**config.mk**
```make
export PLATFORM = sky130hd
export DESIGN_NAME = dmem_port_arbiter
export DESIGN_NICKNAME = d
export VERILOG_FILES = /design/src/rtl/dmem_port_arbiter.sv
export SDC_FILE = /design/constraint.sdc
export NUM_CORES = 1
export LEC_CHECK = 0
export BUFFER_PORTS_ARGS = -buffer_cell sky130_fd_sc_hd__buf_4
export CAP_MARGIN = 0
export CORE_AREA = 10 10 223 225
export DETAILED_ROUTE_END_ITERATION = 7
export DIE_AREA = 0 0 233 235
export GPL_ROUTABILITY_DRIVEN = 1
export GPL_TIMING_DRIVEN = 0
export HOLD_SLACK_MARGIN = 0.15
export REMOVE_ABC_BUFFERS = 1
export SLEW_MARGIN = 10
export SYNTH_ARGS = -nofsm -noshare
export SYNTH_HDL_FRONTEND = slang
export SYNTH_SLANG_ARGS = --single-unit
```
**constraint.sdc**
```tcl
create_clock -name clk -period 2.02 [get_ports clk]
set_input_delay 0.202 -clock clk [delete_from_list [all_inputs] [get_ports clk]]
set_output_delay 0.202 -clock clk [all_outputs]
set_load 0.02 [all_outputs]
```
**src/rtl/dmem_port_arbiter.sv**
```systemverilog
// Shares one data-memory port between the cpu MEM stage and a debug/loader port, one access at a time.
// Defining DMEM_ARB_PERF_EN adds the stall_cycles and dbg_grants counters.
module dmem_port_arbiter #(
    parameter int ADDR_W     = 64,
    parameter int DATA_W     = 64,
    parameter int MEM_LAT    = 2,
    parameter int STARVE_MAX = 4
) (
    input  logic              clk,
    input  logic              reset,
    input  logic              cpu_req,
    input  logic              cpu_we,
    input  logic [ADDR_W-1:0] cpu_addr,
    input  logic [DATA_W-1:0] cpu_wdata,
    output logic [DATA_W-1:0] cpu_rdata,
    output logic              cpu_done,
    output logic              cpu_stall,
    input  logic              dbg_req,
    input  logic              dbg_we,
    input  logic [ADDR_W-1:0] dbg_addr,
    input  logic [DATA_W-1:0] dbg_wdata,
    output logic [DATA_W-1:0] dbg_rdata,
    output logic              dbg_done,
    output logic              dbg_gnt,
    output logic              mem_en,
    output logic              mem_we,
    output logic [ADDR_W-1:0] mem_addr,
    output logic [DATA_W-1:0] mem_wdata,
    input  logic [DATA_W-1:0] mem_rdata,
    output logic              busy
`ifdef DMEM_ARB_PERF_EN
    ,
    output logic [31:0]       stall_cycles,
    output logic [15:0]       dbg_grants
`endif
);

    typedef enum logic [1:0] {
        S_IDLE,
        S_ISSUE,
        S_WAIT,
        S_DONE
    } state_t;

    localparam logic [3:0] LAT_LOAD   = 4'(MEM_LAT - 1);
    localparam logic [7:0] STARVE_LIM = 8'(STARVE_MAX);

    state_t      state_reg;
    logic        owner_reg;       // 0 = cpu, 1 = dbg
    logic [3:0]  wait_cnt_reg;
    logic [7:0]  starve_cnt_reg;

    logic any_req;
    logic dbg_win;
    logic last_wait;

    assign any_req   = cpu_req | dbg_req;
    assign dbg_win   = dbg_req & (~cpu_req | (starve_cnt_reg == STARVE_LIM));
    assign last_wait = (state_reg == S_WAIT) && (wait_cnt_reg == 4'd0);

    always_ff @(posedge clk or negedge reset) begin
        if (!reset) begin
            state_reg      <= S_IDLE;
            owner_reg      <= 1'b0;
            wait_cnt_reg   <= 4'd0;
            starve_cnt_reg <= 8'd0;
            mem_en         <= 1'b0;
            mem_we         <= 1'b0;
            mem_addr       <= '0;
            mem_wdata      <= '0;
            busy           <= 1'b0;
            dbg_gnt        <= 1'b0;
        end else begin
            case (state_reg)
                S_IDLE: begin
                    // Reaching here with dbg_req high and dbg losing means cpu was granted.
                    if (dbg_win || !dbg_req) begin
                        starve_cnt_reg <= 8'd0;
                    end else if (starve_cnt_reg != STARVE_LIM) begin
                        starve_cnt_reg <= starve_cnt_reg + 8'd1;
                    end
                    if (any_req) begin
                        owner_reg <= dbg_win;
                        mem_we    <= dbg_win ? dbg_we    : cpu_we;
                        mem_addr  <= dbg_win ? dbg_addr  : cpu_addr;
                        mem_wdata <= dbg_win ? dbg_wdata : cpu_wdata;
                        mem_en    <= 1'b1;
                        busy      <= 1'b1;
                        dbg_gnt   <= dbg_win;
                        state_reg <= S_ISSUE;
                    end
                end
                S_ISSUE: begin
                    mem_en       <= 1'b0;
                    wait_cnt_reg <= LAT_LOAD;
                    state_reg    <= S_WAIT;
                end
                S_WAIT: begin
                    if (wait_cnt_reg == 4'd0) begin
                        state_reg <= S_DONE;
                    end else begin
                        wait_cnt_reg <= wait_cnt_reg - 4'd1;
                    end
                end
                S_DONE: begin
                    busy      <= 1'b0;
                    dbg_gnt   <= 1'b0;
                    state_reg <= S_IDLE;
                end
                default: begin
                    state_reg <= S_IDLE;
                end
            endcase
        end
    end

    // Per-requester completion pulse and read-data capture; index 0 is cpu, 1 is dbg.
    genvar gi;
    generate
        for (gi = 0; gi < 2; gi++) begin : g_port
            localparam logic ID = (gi == 1);
            logic              done_reg;
            logic [DATA_W-1:0] rdata_reg;

            always_ff @(posedge clk or negedge reset) begin
                if (!reset) begin
                    done_reg  <= 1'b0;
                    rdata_reg <= '0;
                end else begin
                    done_reg <= last_wait && (owner_reg == ID);
                    if (last_wait && (owner_reg == ID) && !mem_we) begin
                        rdata_reg <= mem_rdata;
                    end
                end
            end
        end
    endgenerate

    assign cpu_done  = g_port[0].done_reg;
    assign cpu_rdata = g_port[0].rdata_reg;
    assign dbg_done  = g_port[1].done_reg;
    assign dbg_rdata = g_port[1].rdata_reg;
    assign cpu_stall = cpu_req & ~cpu_done;

`ifdef DMEM_ARB_PERF_EN
    always_ff @(posedge clk or negedge reset) begin
        if (!reset) begin
            stall_cycles <= '0;
            dbg_grants   <= '0;
        end else begin
            if (cpu_stall && (stall_cycles != '1)) begin
                stall_cycles <= stall_cycles + 32'd1;
            end
            if ((state_reg == S_IDLE) && dbg_win && (dbg_grants != '1)) begin
                dbg_grants <= dbg_grants + 16'd1;
            end
        end
    end
`endif

endmodule

```
After elaboration in Yosys (flattened, before gate mapping)
Cells that the tools add are included.
{ "word_totals": {"output_inout_bits": 263, "regBits": 277} }
{ "op_classes": {"n_addsub": 2, "n_eq_ne": 8, "reduce_logical": 20, "bitwise": 7, "n_mux": 15} }
{ "ops": {"columns": ["cell", "count"], "rows": [
  ["$mux W64", 2],
  ["$mux W8", 2],
  ["$reduce_and A2 Y1", 6],
  ["$add A8 B1 Y8 const B", 1],
  ["$eq A8 B3 Y1 const B", 1],
  ["$ne A8 B3 Y1 const B", 1],
  ["$pmux W2 S4", 1],
  ["$pmux W4 S2", 1],
  ["$reduce_bool A2 Y1", 4],
  ["$pmux W1 S2", 3],
  ["$logic_and A1 B1 Y1", 5],
  ["$eq A2 B2 Y1 const B", 2],
  ["$logic_not A4 Y1", 1],
  ["$mux W2", 2],
  ["$mux W4", 1],
  ["$ne A2 B2 Y1 const B", 2],
  ["$sub A4 B1 Y4 const B", 1],
  ["$mux W1", 3],
  ["$not A1 Y1", 3],
  ["$and A1 B1 Y1", 2],
  ["$eq A2 B1 Y1 const B", 1],
  ["$logic_not A1 Y1", 2],
  ["$logic_not A2 Y1", 1],
  ["$ne A2 B1 Y1 const B", 1],
  ["other kinds (2)", 3]
]} }

Longest topological paths before layout
Gate-level depths: netlist (run 1).
{ "logic_depth": {"ltp_word": 6, "depth_mapped": 8, "ltp_nobuf": 6} }

Least setup slack after synthesis (run 1)
Ideal clock, no wire load.
{ "synth_path": {"path_kind": "register -> register", "startpoint": "register state_reg[0]", "endpoint": "register g_port[1].rdata_reg[10] (netlist: dbg_rdata[10])", "required_ns": 1.895, "period_less_slack_ns": 2.232, "stages_incl_launch_ff": 9, "t_arrival_ns": 2.107, "setup_ns": 0.125, "slack_ns": -0.212, "path_buffers": 3, "path_cell_list": "dfrtp_1 -> inv_1 -> ha_1 -> buf_2 -> or3b_4 -> or3_1 -> buf_6 -> buf_12 -> mux2_4"} }
{ "synth_via": {"elab_chain_cells": 4} }
{ "synth_lines": {"columns": ["item", "line_no", "source"], "rows": [
  ["from (decl)", "48", "state_t state_reg;"],
  ["from (signal assigned)", "63", "state_reg <= S_IDLE;"],
  ["from (signal assigned)", "90", "state_reg <= S_ISSUE;"],
  ["from (signal assigned)", "96", "state_reg <= S_WAIT;"],
  ["$eq A2 B2 Y1", "59", "assign last_wait = (state_reg == S_WAIT) && (wait_cnt_reg == 4'd0);"],
  ["$logic_and A1 B1 Y1", "59", null],
  ["$logic_and A1 B1 Y1 (2 in a row)", "131", "if (last_wait && (owner_reg == ID) && !mem_we) begin"],
  ["to (signal assigned)", "132", "rdata_reg <= mem_rdata;"],
  ["to (decl)", "123", "logic [DATA_W-1:0] rdata_reg;"]
]} }
Every way passes these cells.
A chain may end at the register's enable or synchronous reset.

Final worst setup path (run 1)
{ "layout_path": {"startpoint": "register wait_cnt_reg[0]", "endpoint": "register g_port[1].rdata_reg[43] (netlist: dbg_rdata[43])"} }
{ "layout_via": {"elab_chain_cells": 4} }
{ "layout_lines": {"columns": ["item", "line_no", "source"], "rows": [
  ["from (decl)", "50", "logic [3:0] wait_cnt_reg;"],
  ["from (signal assigned)", "102", "wait_cnt_reg <= wait_cnt_reg - 4'd1;"],
  ["$logic_not A4 Y1", "59", null],
  ["$logic_and A1 B1 Y1", "59", null],
  ["$logic_and A1 B1 Y1 (2 in a row)", "131", null]
]} }
Every way passes these cells.

==> flow_summary.toml, run 1 <==
[synth]
syn_area_per_cell_sq_um = 10.95
yosysWarnings = 0
ys_ff_latch = 277
synth_most_common_cell = "dfrtp_1"
yosysTopAreaCellShare = 0.5851
async_flop_share = 1.000
synth_top_flop_cell = "dfrtp_1"
synth.distinct_cells = 41
synth_top_area_cell = "dfrtp_1"
synthTopCellsByCount = "277 x dfrtp_1, 265 x nand2_1, 134 x nor2_1, 129 x a31oi_1, 66 x mux2_2"
ys_top_cells_by_area = "dfrtp_1 59%, nand2_1 8.4%, mux2_4 7.6%"
seq_area_frac_synth = 0.5851
syn_area_sq_mm = 0.01185
synthCells = 1082
synth_edf_count = 0

[worst_setup_path]
cp_cell_sequence = "inv_2 -> ha_4 -> nand2b_4 -> or3b_4 -> buf_6 -> or3_4 -> clkbuf_16 -> mux2_4"
worstRegToRegCells = 8
critical_path_arrival_ps = 2740
rr_endpoint = "dbg_rdata[43]"
worst_ep_required_time_ps = 2440
reg2reg_from = "wait_cnt_reg[0]"
startpoint_type = "flop"
path_max_fanout = 6
max_stage_delay_ps = 440
worstSetupEndpointType = "flop"
crit_type = "flop to flop"
slowest_stage = "or3_4"
reg2reg_slack_ps = -310

[power]
switching_share = 0.4043
p_switching_mw = 13.27
ir_drop_mv = 1.025
pwr_density_cell_mw_per_mm2 = 1433
p_seq_frac = 0.304
power.leakage_nw = 10.96
pwr-share-clk = 0.185
p_int_mw = 19.56
combPwrFrac = 0.511

[sta]
rsz0062_at_grt = "yes"
fin_worst_skew_ps = 16.38
relSlewSlack = 0.5378
finalSetupViolCount = 124
hold_violations = 0
fin_crit_ps = 2326
drv_slew = 0
worst_pin_slew_ps = 691.9
finalSetupTns_ps = -26880
period_share = 1.152
clock.fmax_mhz = 429.8
setup_ws_ps = -306.4

[grt]
track_usage = 0.2194
grt_pass1_vias = 13680
grt_pass1_wl_um = 91440
grt-ovfl-total = 0
antenna_found_initial = 10
grt_max_degree = 104

[routing]
wl_per_cell_um = 24.69
vias = 12950
antenna_left = 0
remaining_drc_errors = 0
drtPass1Iterations = 5
avgViaCountPerCell = 4.810
drt_iter0_drc = 1130
routed_wl_um = 66450

[clocking]
cts_buffers = 34
clock-root-buffer = "clkbuf_16"
clkLatencyLatePin_ps = 540
clock-sinks = 277
cts_tree = "built"
clk_path_buf_depth = 3
cts.clk_slew.worst_paths_ps = 60
h-tree-depth = 2

[floorplan]
fp-row-count = 78
dieArea_sq_mm = 0.05476
start_util = 0.2628
ios = 589
die_x_um = 233
core_area_sq_mm = 0.04509
chipHeight_um = 235

[layout]
drive_gt1_frac = 0.4312
fin_nets = 2396
final_cells = 2692
final_cell_area_sq_mm = 0.02291
area_delta_synth_final_pct = 93.41
nFillCells = 3741

[place]
place_area_sq_mm = 0.01707
placed_cells = 2214
gp_congestion = 0.8549
dp_hpwl_um = 39840
port_buffers = 588

[worst_hold_path]
min_path_type = "input pin to async pin"

[status]
violations = "negative setup slack"
outcome = "finished, violations left"

[run]
cap_violations = 0
-- cells by family after synthesis --
| logic type | count (synthesis) | synth area share |
|---|---|---|
| AOI/OAI and AO/OA | 156 | 0.08164 |
| xor gates and xnor gates | 3 | 0.002218 |
| adders and majority gates | 8 | 0.008449 |
| buffers and inverters | 81 | 0.03538 |
| DFF | 277 | 0.5851 |
| muxes | 132 | 0.1443 |
| and+or+nand+nor | 425 | 0.1430 |
-- timing repair --
action	CTS	global route
gates cloned	15	22
setup endpoints to repair	259	247
pin swaps	10	16
setup buffers	37	19
hold buffers	325	0
hold endpoints to repair	339	0
gates resized for setup	52	36
-- metrics by stage --
| step | hold slack, ps | utilization | power (mW) | worst slack (ps) |
|---|---|---|---|---|
| 6_report | 295.7 | 0.5082 | 32.83 | -306.4 |
| 5_1_grt | 324.9 | 0.5081 | 34.35 | -332.3 |
| 4_1_cts | 280.1 | 0.4937 | 32.41 | -347.1 |
| 3_5_place_dp | 261.6 | 0.3785 | 24.47 | -892.7 |
| 3_3_place_gp | 437.4 | 0.3688 | 22.86 | -8835 |
| 2_1_floorplan | -93.59 | - | 17.04 | -3806 |
-- worst max path at each step --
stage | startpoint | endpoint | slack (ps)
CTS | wait_cnt_reg[0] | dbg_rdata[36] | -350
detailed placement | starve_cnt_reg[0] | mem_wdata[44] | -890
floorplan | starve_cnt_reg[0] | mem_addr[0] | -3810
finish | wait_cnt_reg[0] | dbg_rdata[43] | -310
global route | wait_cnt_reg[0] | dbg_rdata[43] | -330
global placement | starve_cnt_reg[0] | mem_wdata[21] | -8830
-- critical path, delay by kind of cell (launching register included) --
family                   cells  cell delay, ps
buffers and inverters        3             450
flip-flops                   1             400
multiplexers                 1             310
AND/OR/NAND/NOR              3             890
adder cells (fa/ha/maj)      1             140
-- power by group through the flow --
stage	registers [mW]	clock network (mW)	logic, mW
finish	10.0	6.07	16.8
global route	10.3	6.41	17.7
CTS	9.86	6.20	16.3
detailed placement	9.91	0	14.6
global placement	9.59	0	13.3
floorplan	13.0	0	4.03
-- per-layer routing --
layer	GRT usage	vias up	part of all wire
met5	0	-	0.00020
met1	0.2380	6319	0.35
met2	0.3751	794	0.50
met4	0.1122	2	0.049
li1	-	5680	-
met3	0.07127	154	0.096
-- layout make-up --
type,instances,area (sq um),share of cell area
multi-input cells,731,4823,0.2105
well taps,600,750.7,0.03276
diodes,7,17.52,0.0007644
clock inverters,10,106.4,0.004641
clock buffers,49,998.5,0.04357
repair buffers,1009,9253,0.4038
flip-flops and latches,277,6932,0.3025
inverters,9,33.78,0.001474
-- cells in the final DEF (no fill, tap or decap), drive strengths merged, types with 3 or more instances in the layout --
cell type	n
dfrtp	277
mux2	130
inv	9
bufbuf	3
clkbuf	65
nand2b	4
clkinv	7
o21a	3
o21ai	12
a31oi	129
dlygate4sd3	325
a21o	3
a21oi	6
xor2	3
nand2	265
or3	5
nand3	5
buf	665
diode	7
nor2	134
ha	8
No activity file was read; power rests on OpenSTA's default activity.
==> run 2: changes to the inputs <==
- REMOVE_ABC_BUFFERS: 1 -> unset
- clock period: 2.02 -> 2.84 ns (I/O delays scaled with it)
==> run 2 against run 1 <==
The flow now finishes without violations. Setup slack better by 430 ps. Final cell count is 1.0% lower. Clock power is 34% lower. Sequential power is 29% lower. Critical path type unchanged. Critical endpoint is now mem_wdata[19].
==> flow_summary.toml, run 2 (synthesis results as in run 1) <==
[sta]
clock.fmax_mhz = 367.5
period_share = 0.9581
worst_pin_slew_ps = 1008
hold_violations = 0
relSlewSlack = 0.3277
fin_worst_skew_ps = 11.03
drv_slew = 0
finalSetupTns_ps = 0
rsz0062_at_grt = "no"
finalSetupViolCount = 0
holdWs_ps = 307.2
fin_crit_ps = 2721

[floorplan]
chipHeight_um = 235
die_x_um = 233
ios = 589
fp-row-count = 78
core_area_sq_mm = 0.04509
start_util = 0.2628
dieArea_sq_mm = 0.05476

[worst_setup_path]
worst_ep_required_time_ps = 3310
max_stage_delay_ps = 450
path_max_fanout = 10
startpoint_type = "flop"
crit_type = "flop to flop"
reg2reg_slack_ps = 120
cp_cell_sequence = "inv_1 -> ha_1 -> nor4bb_1 -> a21o_1 -> buf_2 -> clkbuf_1 -> nand2_1 -> a31oi_1"
reg2reg_from = "starve_cnt_reg[0]"
critical_path_arrival_ps = 3190
slowest_stage = "clkbuf_1"
worstRegToRegCells = 8
worstSetupEndpointType = "flop"
critical-path-top-delay-family = "buffers and inverters"
path_buf_inv = 3
rr_endpoint = "mem_wdata[19]"

[layout]
final_common_cell = "buf_4"
area_delta_synth_final_pct = 80.48
final_cell_area_sq_mm = 0.02138
fin_nets = 2365
final_cells = 2664
drive_gt1_frac = 0.3861
layout_common_cells = "587 x buf_4, 326 x dlygate4sd3_1, 277 x dfrtp_1"

[grt]
antenna_found_initial = 9
grt-ovfl-total = 0
track_usage = 0.2042
grt_pass1_vias = 13710
grt_pass1_wl_um = 87290
grt_max_degree = 106

[synth]
syn_nets = 1416

[clocking]
cts_buffers = 31
clock-sinks = 277
clkLatencyLatePin_ps = 580
clk_path_buf_depth = 3
clock-root-buffer = "clkbuf_16"
cts.clk_slew.worst_paths_ps = 70
cts_tree = "built"
h-tree-depth = 1

[place]
dp_hpwl_um = 41660
place_area_sq_mm = 0.01708
port_buffers = 588
placed_cells = 2272
gp_congestion = 0.8960

[routing]
routed_wl_um = 58690
vias = 12690
antenna_left = 0
drt_iter0_drc = 746
wl_per_cell_um = 22.03
drtPass1Iterations = 5
avgViaCountPerCell = 4.763
remaining_drc_errors = 0

[status]
outcome = "completed"

[power]
ir_drop_mv = 0.5893
switching_share = 0.4079
power.leakage_nw = 10.23
p_seq_frac = 0.324
p_switching_mw = 8.930
p_int_mw = 12.97
pwr-share-clk = 0.184
pwr_density_cell_mw_per_mm2 = 1024
combPwrFrac = 0.492
total_power_mw = 21.90

[worst_hold_path]
min_path_type = "input pin to async pin"

[run]
cap_violations = 0
-- run 2: cell count changes in the layout (fill, tap and decap cells not counted), sizes merged --
| cell | before | now |
|---|---|---|
| o21a | 3 | 1 |
| a21o | 3 | 1 |
| clkbuf | 65 | 96 |
| or3 | 5 | 2 |
| diode | 7 | 10 |
| inv | 9 | 10 |
| bufbuf | 3 | 0 |
| clkinv | 7 | 6 |
| buf | 665 | 611 |
| dlygate4sd3 | 325 | 326 |
| bufinv | 1 | 2 |
-- run 2: worst max-delay path by stage --
stage,cells past startpoint,startpoint,slack [ps],end
after floorplan,8,state_reg[0],610,dbg_rdata[10]
after global placement,1,reset,-1050,mem_addr[36]
after detailed placement,7,state_reg[0],-310,mem_addr[13]
after CTS,7,starve_cnt_reg[0],10,mem_addr[8]
after global routing,7,state_reg[0],10,mem_wdata[38]
final,8,starve_cnt_reg[0],120,mem_wdata[19]
-- run 2: worst reg2reg max path, cell delays in order (launching register included) --
cell	delay (ps)
dfrtp_1	420
inv_1	110
ha_1	180
nor4bb_1	400
a21o_1	270
buf_2	370
clkbuf_1	460
nand2_1	150
a31oi_1	280
-- run 2: area by class of cell --
| type | count | area (sq um) |
|---|---|---|
| Fill cell | 3958 | 23710 |
| Timing Repair Buffer | 916 | 7740 |
| Sequential cell | 277 | 6932 |
| Multi-Input combinational cell | 724 | 4497 |
| Clock buffer | 45 | 888.4 |
| Tap cell | 600 | 750.7 |
| Buffer | 72 | 399.1 |
| Clock inverter | 11 | 117.6 |
| Inverter | 9 | 33.78 |
| Antenna cell | 10 | 25.02 |
-- run 2: repair_timing --
item | CTS | global route
endpoints found under the setup margin | 96 | 11
hold buffers | 325 | 1
gates cloned | 0 | 0
buffers inserted | 0 | 0
endpoints found under the hold margin | 331 | 1
gates resized for setup | 6 | 12
-- run 2: routing by layer --
metal	track usage	vias to the layer above	share of wire	wire length (um)
li1	-	5595	-	-
met1	0.2264	6119	0.37	21530
met2	0.3457	806	0.48	28160
met3	0.06128	165	0.10	5895
met4	0.1075	4	0.052	3072
met5	0	-	0.00046	27
-- run 2: metrics by stage --
step / setup WS (ps) / util
after detailed placement: -312.0 / 0.3787
after floorplan: 608.4 / -
after global routing: 12.33 / 0.4740
after global placement: -1048 / 0.3773
final: 118.9 / 0.4742
after CTS: 14.21 / 0.4733
-- run 2: power groups by stage --
stage                     logic, mW  registers (mW)  clock network (mW)
final                          10.8            7.08                4.03
after global routing           11.4            7.29                4.27
after CTS                      10.7            7.01                4.11
after detailed placement       10.3            7.05                   0
after global placement         10.2            6.96                   0
after floorplan                3.09            9.14                   0
==> run 3: changes to the inputs <==
- CORE_AREA: 10 10 223 225 -> 10 10 221 223
- DIE_AREA: 0 0 233 235 -> 0 0 231 233
- clock period: 2.84 -> 2.75 ns (I/O delays scaled with it)
==> run 3 against run 2 <==
Count of clock-buffer cells in the layout shrank 3. Fmax increased by 6.0%. Die area decreased by 1.7%. Highest routed layer unchanged. Largest cell class unchanged. Non-clock buffer count is 1 higher. Register-to-register slack gained 60 ps. Combinational power about the same. First-iteration DRC count down 9.2%.
==> flow_summary.toml, run 3 (synthesis results as in run 1) <==
[layout]
postLayoutCoreUtil = 0.4859
final_common_cell = "buf_4"
fin_nets = 2366
regArea_sq_mm = 0.006932
layout_common_cells = "588 x buf_4, 326 x dlygate4sd3_1, 277 x dfrtp_1"
final_cell_area_sq_mm = 0.02144
area_delta_synth_final_pct = 80.98
nFillCells = 3836
drive_gt1_frac = 0.3935
multi_input_area_sq_mm = 0.004497

[worst_setup_path]
reg2reg_from = "starve_cnt_reg[0]"
reg2reg_slack_ps = 180
worstSetupEndpointType = "flop"
worst_ep_required_time_ps = 3260
rr_endpoint = "mem_addr[33]"
worstRegToRegCells = 8
startpoint_type = "flop"
critical_path_arrival_ps = 3070
path_max_fanout = 10
crit_start = "starve_cnt_reg[0]"
crit_path_end = "mem_addr[33]"
crit_type = "flop to flop"

[place]
dp_hpwl_um = 41910
port_buffers = 588
place_area_sq_mm = 0.01707
gp_congestion = 0.9182
pre_cts_slack_ps = -409.4

[clocking]
clock-sinks = 277
cts.clk_slew.worst_paths_ps = 60
cts_tree = "built"
clock-root-buffer = "clkbuf_16"
clk_path_buf_depth = 3
h-tree-depth = 1
cts_buffers = 31
clkLatencyLatePin_ps = 590

[floorplan]
fp-row-count = 77
chipHeight_um = 233
start_util = 0.2685
core_area_sq_mm = 0.04412
die_x_um = 231
dieArea_sq_mm = 0.05382
ios = 589

[grt]
track_usage = 0.2046
grt_pass1_vias = 13640
antenna_found_initial = 7
grt_pass1_wl_um = 85820
grt-ovfl-total = 0
grt_max_degree = 99

[sta]
holdWs_ps = 268.8
fin_worst_skew_ps = 20.72
relSlewSlack = 0.2606
setup_ws_ps = 183.6
worst_pin_slew_ps = 1109
finalSetupTns_ps = 0
drv_slew = 0
finalSetupViolCount = 0
period_share = 0.9333
clock.fmax_mhz = 389.6
fin_crit_ps = 2566
hold_violations = 0
rsz0062_at_grt = "no"

[power]
power.leakage_nw = 10.30
combPwrFrac = 0.490
pwr_density_cell_mw_per_mm2 = 1058
pwr-share-clk = 0.187
p_seq_frac = 0.323
p_switching_mw = 9.234
switching_share = 0.4069
ir_drop_mv = 0.6249
p_int_mw = 13.46

[status]
outcome = "completed"

[routing]
remaining_drc_errors = 0
routed_wl_um = 57840
drt_iter0_drc = 677
vias = 12510
avgViaCountPerCell = 4.710
drtPass1Iterations = 5
antenna_left = 0
wl_per_cell_um = 21.78

[worst_hold_path]
min_path_type = "input pin to async pin"

[synth]
syn_nets = 1416

[run]
cap_violations = 0
run 3: power by group through the flow:
| stage | clock network (mW) | registers (mW) | logic, mW |
|---|---|---|---|
| 6_report | 4.25 | 7.33 | 11.1 |
| 3_3_place_gp | 0 | 7.20 | 10.6 |
| 4_1_cts | 4.33 | 7.26 | 11.1 |
| 3_5_place_dp | 0 | 7.31 | 10.7 |
| 5_1_grt | 4.51 | 7.55 | 11.8 |
| 2_1_floorplan | 0 | 9.44 | 3.19 |
run 3: worst min path at each step:
stage,depth (start not counted),startpoint,to
after detailed placement,1,reset,mem_addr[35]
final,2,reset,mem_addr[35]
after CTS,2,reset,mem_addr[45]
after global placement,1,cpu_rdata[61],cpu_rdata[61]
after global routing,2,reset,mem_addr[35]
after floorplan,0,reset,busy
run 3: repair_timing:
item	4_1_cts	5_1_grt
resized for setup	9	20
endpoints found under the hold margin	342	0
setup endpoints to repair	191	91
setup buffers	2	0
pin swaps	1	0
hold buffers	326	0
run 3: layout make-up:
class | count | area share
Timing Repair Buffer | 918 | 0.3623
Buffer | 71 | 0.01902
Antenna cell | 7 | 0.0008169
Inverter | 9 | 0.001576
Tap cell | 592 | 0.03455
Sequential cell | 277 | 0.3233
Clock inverter | 15 | 0.006944
Multi-Input combinational cell | 724 | 0.2097
Clock buffer | 42 | 0.04184
run 3: metrics by stage:
| stage | power [mW] | cells |
|---|---|---|
| after floorplan | 12.64 | 1082 |
| after global placement | 17.81 | 2262 |
| after detailed placement | 18.00 | 2264 |
| after CTS | 22.72 | 2649 |
| after global routing | 23.87 | 2654 |
| final | 22.69 | 2655 |
run 3: critical path: stages (launching register included):
cell	delay, ps
dfrtp_1	420
inv_1	110
ha_1	180
nor4bb_1	410
a21o_1	300
clkbuf_4	320
clkbuf_2	360
nand2_1	170
a31oi_1	190
run 3: metal layers:
| layer | track usage | share of wire |
|---|---|---|
| met2 | 0.3454 | 0.48 |
| met4 | 0.09394 | 0.048 |
| met5 | 0 | 0.00017 |
| met3 | 0.06413 | 0.090 |
| met1 | 0.2334 | 0.38 |
